===== src/rtl/reg_write_arbiter_pkg.sv =====
// Shared types and helpers for the round-robin register write arbiter.
package reg_write_arbiter_pkg;

  typedef enum logic {
    IDLE  = 1'b0,
    WRITE = 1'b1
  } state_e;

  // Smallest id width able to name n requesters (at least one bit).
  function automatic int unsigned id_width(input int unsigned n);
    int unsigned w;
    w = 1;
    while ((32'd1 << w) < n) w++;
    return w;
  endfunction

endpackage


===== src/rtl/reg_write_arbiter_rr_pick.sv =====
// Rotate-priority encoder: first asserted request at or after ptr, wrapping.
module reg_write_arbiter_rr_pick
  import reg_write_arbiter_pkg::*;
#(
  parameter int unsigned NREQ = 4,
  parameter int unsigned IDW  = id_width(NREQ)
) (
  input  logic [NREQ-1:0] req,
  input  logic [IDW-1:0]  ptr,
  output logic            valid_c,
  output logic [IDW-1:0]  winner_c
);

  logic [IDW-1:0] idx;

  // Scan farthest-to-nearest so the candidate closest to ptr wins last.
  always_comb begin
    valid_c  = |req;
    winner_c = '0;
    idx      = '0;
    for (int unsigned k = 0; k < NREQ; k++) begin
      idx = IDW'((32'(ptr) + NREQ - 1 - k) % NREQ);
      if (req[idx]) winner_c = idx;
    end
  end

endmodule


===== src/rtl/reg_write_arbiter.sv =====
// Round-robin arbiter driving the enable/data inputs of one shared register,
// with optional locked bursts of up to MAX_BURST beats per grant.
module reg_write_arbiter
  import reg_write_arbiter_pkg::*;
#(
  parameter int unsigned N         = 64,
  parameter int unsigned NREQ      = 4,
  parameter int unsigned IDW       = id_width(NREQ),
  parameter int unsigned MAX_BURST = 4
) (
  input  logic              CLK,
  input  logic              R,
  input  logic [NREQ-1:0]   req,
  input  logic [NREQ-1:0]   lock,
  input  logic [NREQ*N-1:0] wdata,
  output logic              E,
  output logic [N-1:0]      data,
  output logic [NREQ-1:0]   ack,
  output logic [IDW-1:0]    gnt_id,
  output logic              busy
);

  localparam int unsigned BCW = $clog2(MAX_BURST + 1);

  state_e            state_q, state_d;
  logic [IDW-1:0]    ptr_q, ptr_d;
  logic [BCW-1:0]    bcnt_q, bcnt_d;
  logic              e_q, e_d;
  logic [N-1:0]      data_q, data_d;
  logic [NREQ-1:0]   ack_q, ack_d;
  logic [IDW-1:0]    gnt_id_q, gnt_id_d;
  logic              busy_q, busy_d;

  logic              pick_valid_c;
  logic [IDW-1:0]    pick_id_c;
  logic              cont_c;
  logic [IDW-1:0]    ptr_next_c;

  reg_write_arbiter_rr_pick #(
    .NREQ (NREQ),
    .IDW  (IDW)
  ) u_rr_pick (
    .req      (req),
    .ptr      (ptr_q),
    .valid_c  (pick_valid_c),
    .winner_c (pick_id_c)
  );

  // Holder keeps the register only while it asks, locks, and has beats left.
  assign cont_c     = lock[gnt_id_q] && req[gnt_id_q] && (bcnt_q < BCW'(MAX_BURST));
  assign ptr_next_c = (gnt_id_q == IDW'(NREQ - 1)) ? '0 : gnt_id_q + IDW'(1);

  always_comb begin
    state_d  = state_q;
    ptr_d    = ptr_q;
    bcnt_d   = bcnt_q;
    e_d      = 1'b0;
    ack_d    = '0;
    data_d   = data_q;
    gnt_id_d = gnt_id_q;
    busy_d   = busy_q;
    case (state_q)
      IDLE: begin
        if (pick_valid_c) begin
          data_d   = wdata[pick_id_c*N +: N];
          e_d      = 1'b1;
          ack_d    = NREQ'(1'b1) << pick_id_c;
          gnt_id_d = pick_id_c;
          bcnt_d   = BCW'(1);
          busy_d   = 1'b1;
          state_d  = WRITE;
        end
      end
      WRITE: begin
        if (cont_c) begin
          data_d = wdata[gnt_id_q*N +: N];
          e_d    = 1'b1;
          ack_d  = NREQ'(1'b1) << gnt_id_q;
          bcnt_d = bcnt_q + BCW'(1);
        end else begin
          busy_d  = 1'b0;
          ptr_d   = ptr_next_c;
          bcnt_d  = '0;
          state_d = IDLE;
        end
      end
    endcase
  end

  always_ff @(posedge CLK or posedge R) begin
    if (R) begin
      state_q  <= IDLE;
      ptr_q    <= '0;
      bcnt_q   <= '0;
      e_q      <= 1'b0;
      data_q   <= '0;
      ack_q    <= '0;
      gnt_id_q <= '0;
      busy_q   <= 1'b0;
    end else begin
      state_q  <= state_d;
      ptr_q    <= ptr_d;
      bcnt_q   <= bcnt_d;
      e_q      <= e_d;
      data_q   <= data_d;
      ack_q    <= ack_d;
      gnt_id_q <= gnt_id_d;
      busy_q   <= busy_d;
    end
  end

  assign E      = e_q;
  assign data   = data_q;
  assign ack    = ack_q;
  assign gnt_id = gnt_id_q;
  assign busy   = busy_q;

endmodule


===== config.mk =====
export PLATFORM = sky130hd
export DESIGN_NAME = reg_write_arbiter
export DESIGN_NICKNAME = d
export VERILOG_FILES = /design/src/rtl/reg_write_arbiter_pkg.sv /design/src/rtl/reg_write_arbiter_rr_pick.sv /design/src/rtl/reg_write_arbiter.sv
export SDC_FILE = /design/constraint.sdc
export NUM_CORES = 1
export LEC_CHECK = 0
export ABC_AREA = 1
export CAP_MARGIN = 20
export CORE_AREA = 2 2 130 132
export DETAILED_ROUTE_END_ITERATION = 16
export DIE_AREA = 0 0 132 134
export PLACE_DENSITY = 0.72
export SYNTH_ARGS = -nofsm -noshare
export SYNTH_HDL_FRONTEND = slang
export SYNTH_SLANG_ARGS = --single-unit

===== constraint.sdc =====
create_clock -name CLK -period 3.3 [get_ports CLK]
set_input_delay 0.495 -clock CLK [delete_from_list [all_inputs] [get_ports CLK]]
set_output_delay 0.495 -clock CLK [all_outputs]
set_load 0.05 [all_outputs]

==> results.md <==
* Gate power share at 74.4%
* CP arrival at 2770 ps
* Ratio of cells with drive above 1 in the final layout at 3.84%
* Setup crit start: req[3]
* Ys async rst share at 100%
* Non-Filler Instances at 1,341
* DRC Markers at 0
* Reg clk slew, reported paths at 60 ps
* Number of flops mapped to enable cells by yosys at 0
* Core box area at 0.0163 mm^2
* FMAX at 400 MHz
* Pint at 4.81 mW
* Layout filler cell count at 1,580
* Max Root-Sink Buffers at 2
* Via density at 5.06
* Hold buffers post-CTS at 0
* Reg2reg path depth at 14
* Area grow syn2layout at 70.4%
* Fin nets at 1,387
* WP data required at 3570 ps
* Iter 0 DRT Violations at 376
* Final slew viol count at 0
* Max-cap violations at 0
* RSZ-0062 raised after global routing: no
* Most instantiated library cell after synthesis: nand3_1
* Synth Flop Type: dfrtp_1
* Worst Tran Pin Value at 805 ps
* Clock sink count at 77
* Post-Synthesis Net Count at 1,092
* Top Ports at 338
* Library cells used by synthesis at 23
* Antenna Cells at 0
* Root buf cell: clkbuf_16
* First-pass GRT wire length at 34,500 um
* Port Buf Inserts at 337
* Multi-input gate area at 0.00300 mm^2
* R2R Path Start: ptr_q[0]
* CTS tree: done
* Final min period at 2500 ps
* GRT Util Overall at 24.4%
* Antenna Nets Post-Route at 0
* Worst Setup EP: data[19]
* P per Cell Area at 1200 mW/mm^2
* Number of global-route vias before repair at 6,479
* Routed len/inst at 16.4 um
* Leakage dissipation at 4.15 nW
* H-tree depth at 3
* CTS resizes at 0
* Status: finished clean
* Yosys reg bits at 77
* Die area at 0.0177 mm^2
* Peak fanout along the critical path at 45
* Final Hold Vio Count at 0
* Final HPWL DP at 15,700 um
* DR pass1 iterations at 5
* Post-Synthesis Cells at 821
* Via Count at 6,783
* Sequential area share after synthesis at 35.8%
* Die W at 132 um
* Synth area leaders: dfrtp_1, nand3_1, nand2_1
* Slew headroom at 46.3%
* Tot Pwr at 11.0 mW
* Post-CTS setup buffers at 0
* Initial antenna violation count at 1
* Reg2reg end: data[19]
* Final RePlAce weighted congestion at 0.918
* Effective utilization at floorplan at 33.0%
* Reg power frac at 16.2%
* Switching Fraction at 56.1%
* Clock network power share at 9.4%
* Chip height at 134 um
* Total gr overflow at 0
* Placed insts at 1,325
* Fin crit share at 75.7%
* Commonest cells post-synth: nand3_1, nand2_1, dfrtp_1
* CTS Buf Count at 9
* Mapped Area at 0.00538 mm^2
* Area share of the largest cell type after synthesis at 35.8%
* Max IR drop VDD at 0.884 mV
* Clock Skews at 6.92 ps
* Crit path capture type: flip-flop
* Largest net degree at the start of global routing at 131
* Crit path kind: input pin to flip-flop
* R2R setup slack at 970 ps
* Net Switching at 6.14 mW
* Row count at 47
* CP Launch Type: input pin
* Setup TNS at 0 ps
* Post-Route WL at 21,900 um
* Final setup fails at 0
* Seq. cell area at 0.00193 mm^2
* Synth area leader: dfrtp_1
* Hold Path Class: flip-flop to flip-flop
* Clock Latency Late Sink at 340 ps
* Ys Warns at 0
* Mean post-synth cell area at 6.55 um^2
## cell type report
cell class,count,share of cell area [%]
Multi-Input combinational cell,653,32.7
Clock buffer,12,2.91
Timing Repair Buffer,353,38.9
Tap cell,220,3.00
Sequential cell,77,21.0
Inverter,22,0.915
Clock inverter,4,0.492
## per-layer routing
layer,vias to the layer above,wire length [um],global-route usage (%)
met2,290,10800,41.3
li1,3345,-,-
met3,34,1750,6.12
met5,-,16,0
met4,2,526,8.70
met1,3112,8890,30.4
## critical path: stages
cell             delay (ps)
clkdlybuf4s50_1         520
inv_1                    70
o21ai_1                 200
nand2_1                  70
nand3_1                 120
nand2_1                  60
nand2_1                 110
nand3_4                 110
nand2_4                 330
buf_12                  270
nand2_1                  80
nand3_1                 130
nand3_1                  90
nand2_1                  70
## logic make-up (layout without fill, tap and decap cells)
| kind of cell | count (synthesis) | count (layout) | synth area share (%) |
|---|---|---|---|
| flip-flops | 77 | 77 | 35.8 |
| AND/OR/NAND/NOR | 631 | 631 | 52.2 |
| adder cells (fa/ha/maj) | 5 | 5 | 1.16 |
| AO/OA/AOI/OAI | 17 | 17 | 1.84 |
| buffers and inverters | 91 | 391 | 9.00 |
## power by group through the flow
stage | clock (mW) | sequential (mW) | combinational, mW
global route | 1.10 | 1.83 | 8.92
CTS | 1.06 | 1.78 | 8.18
detailed placement | 0 | 1.77 | 8.17
floorplan | 0 | 3.23 | 4.39
finish | 1.03 | 1.78 | 8.14
global placement | 0 | 1.77 | 8.09
## stage by stage
stage	util [%]	setup slack (ps)	hold WS (ps)	instance area, um^2
global placement	54.3	556	460	8850
finish	56.3	803	475	9160
floorplan	-	838	450	5380
detailed placement	54.3	513	464	8850
CTS	56.3	856	479	9160
global route	56.3	623	494	9160
## registers in the layout (all words and copies together), names as in the netlist
name and cells:
E 1, ack 4, bcnt_q 3, busy 1, data 64, gnt_id 2, ptr_q 2
## worst min path at each step
stage,from,endpoint,slack [ps],cells past startpoint
after floorplan,bcnt_q[0],bcnt_q[0],450,1
after global placement,data[4],data[4],460,2
after detailed placement,data[4],data[4],460,2
after CTS,bcnt_q[0],bcnt_q[0],480,1
after global routing,bcnt_q[0],bcnt_q[0],490,1
final,data[2],data[2],480,2
## placed cells by master (no fill, tap or decap)
| cell | netlist | layout |
|---|---|---|
| clkdlybuf4s50_1 | 0 | 337 |
| nand3_1 | 334 | 334 |
| nand2_1 | 288 | 286 |
| dfrtp_1 | 77 | 77 |
| inv_1 | 19 | 18 |
| buf_4 | 2 | 10 |
| clkbuf_16 | 0 | 9 |
| o21ai_0 | 7 | 7 |
| buf_12 | 0 | 6 |
| ha_1 | 5 | 5 |
| nor2_1 | 4 | 4 |
| clkinv_2 | 0 | 4 |
| inv_2 | 3 | 3 |
| a21oi_1 | 3 | 3 |
| o22ai_1 | 3 | 3 |
| clkbuf_8 | 0 | 3 |
| nand2_4 | 0 | 2 |
| nor4_1 | 1 | 1 |
| o21ai_1 | 1 | 1 |
| nor2_2 | 1 | 1 |
| o31ai_1 | 1 | 1 |
| nand2_2 | 1 | 1 |
| nand3_2 | 2 | 1 |
| nand3_4 | 0 | 1 |
| o21ai_4 | 0 | 1 |
| o32ai_1 | 1 | 1 |
| bufinv_16 | 0 | 1 |
Note: power is estimated with default switching activity, not from simulation.
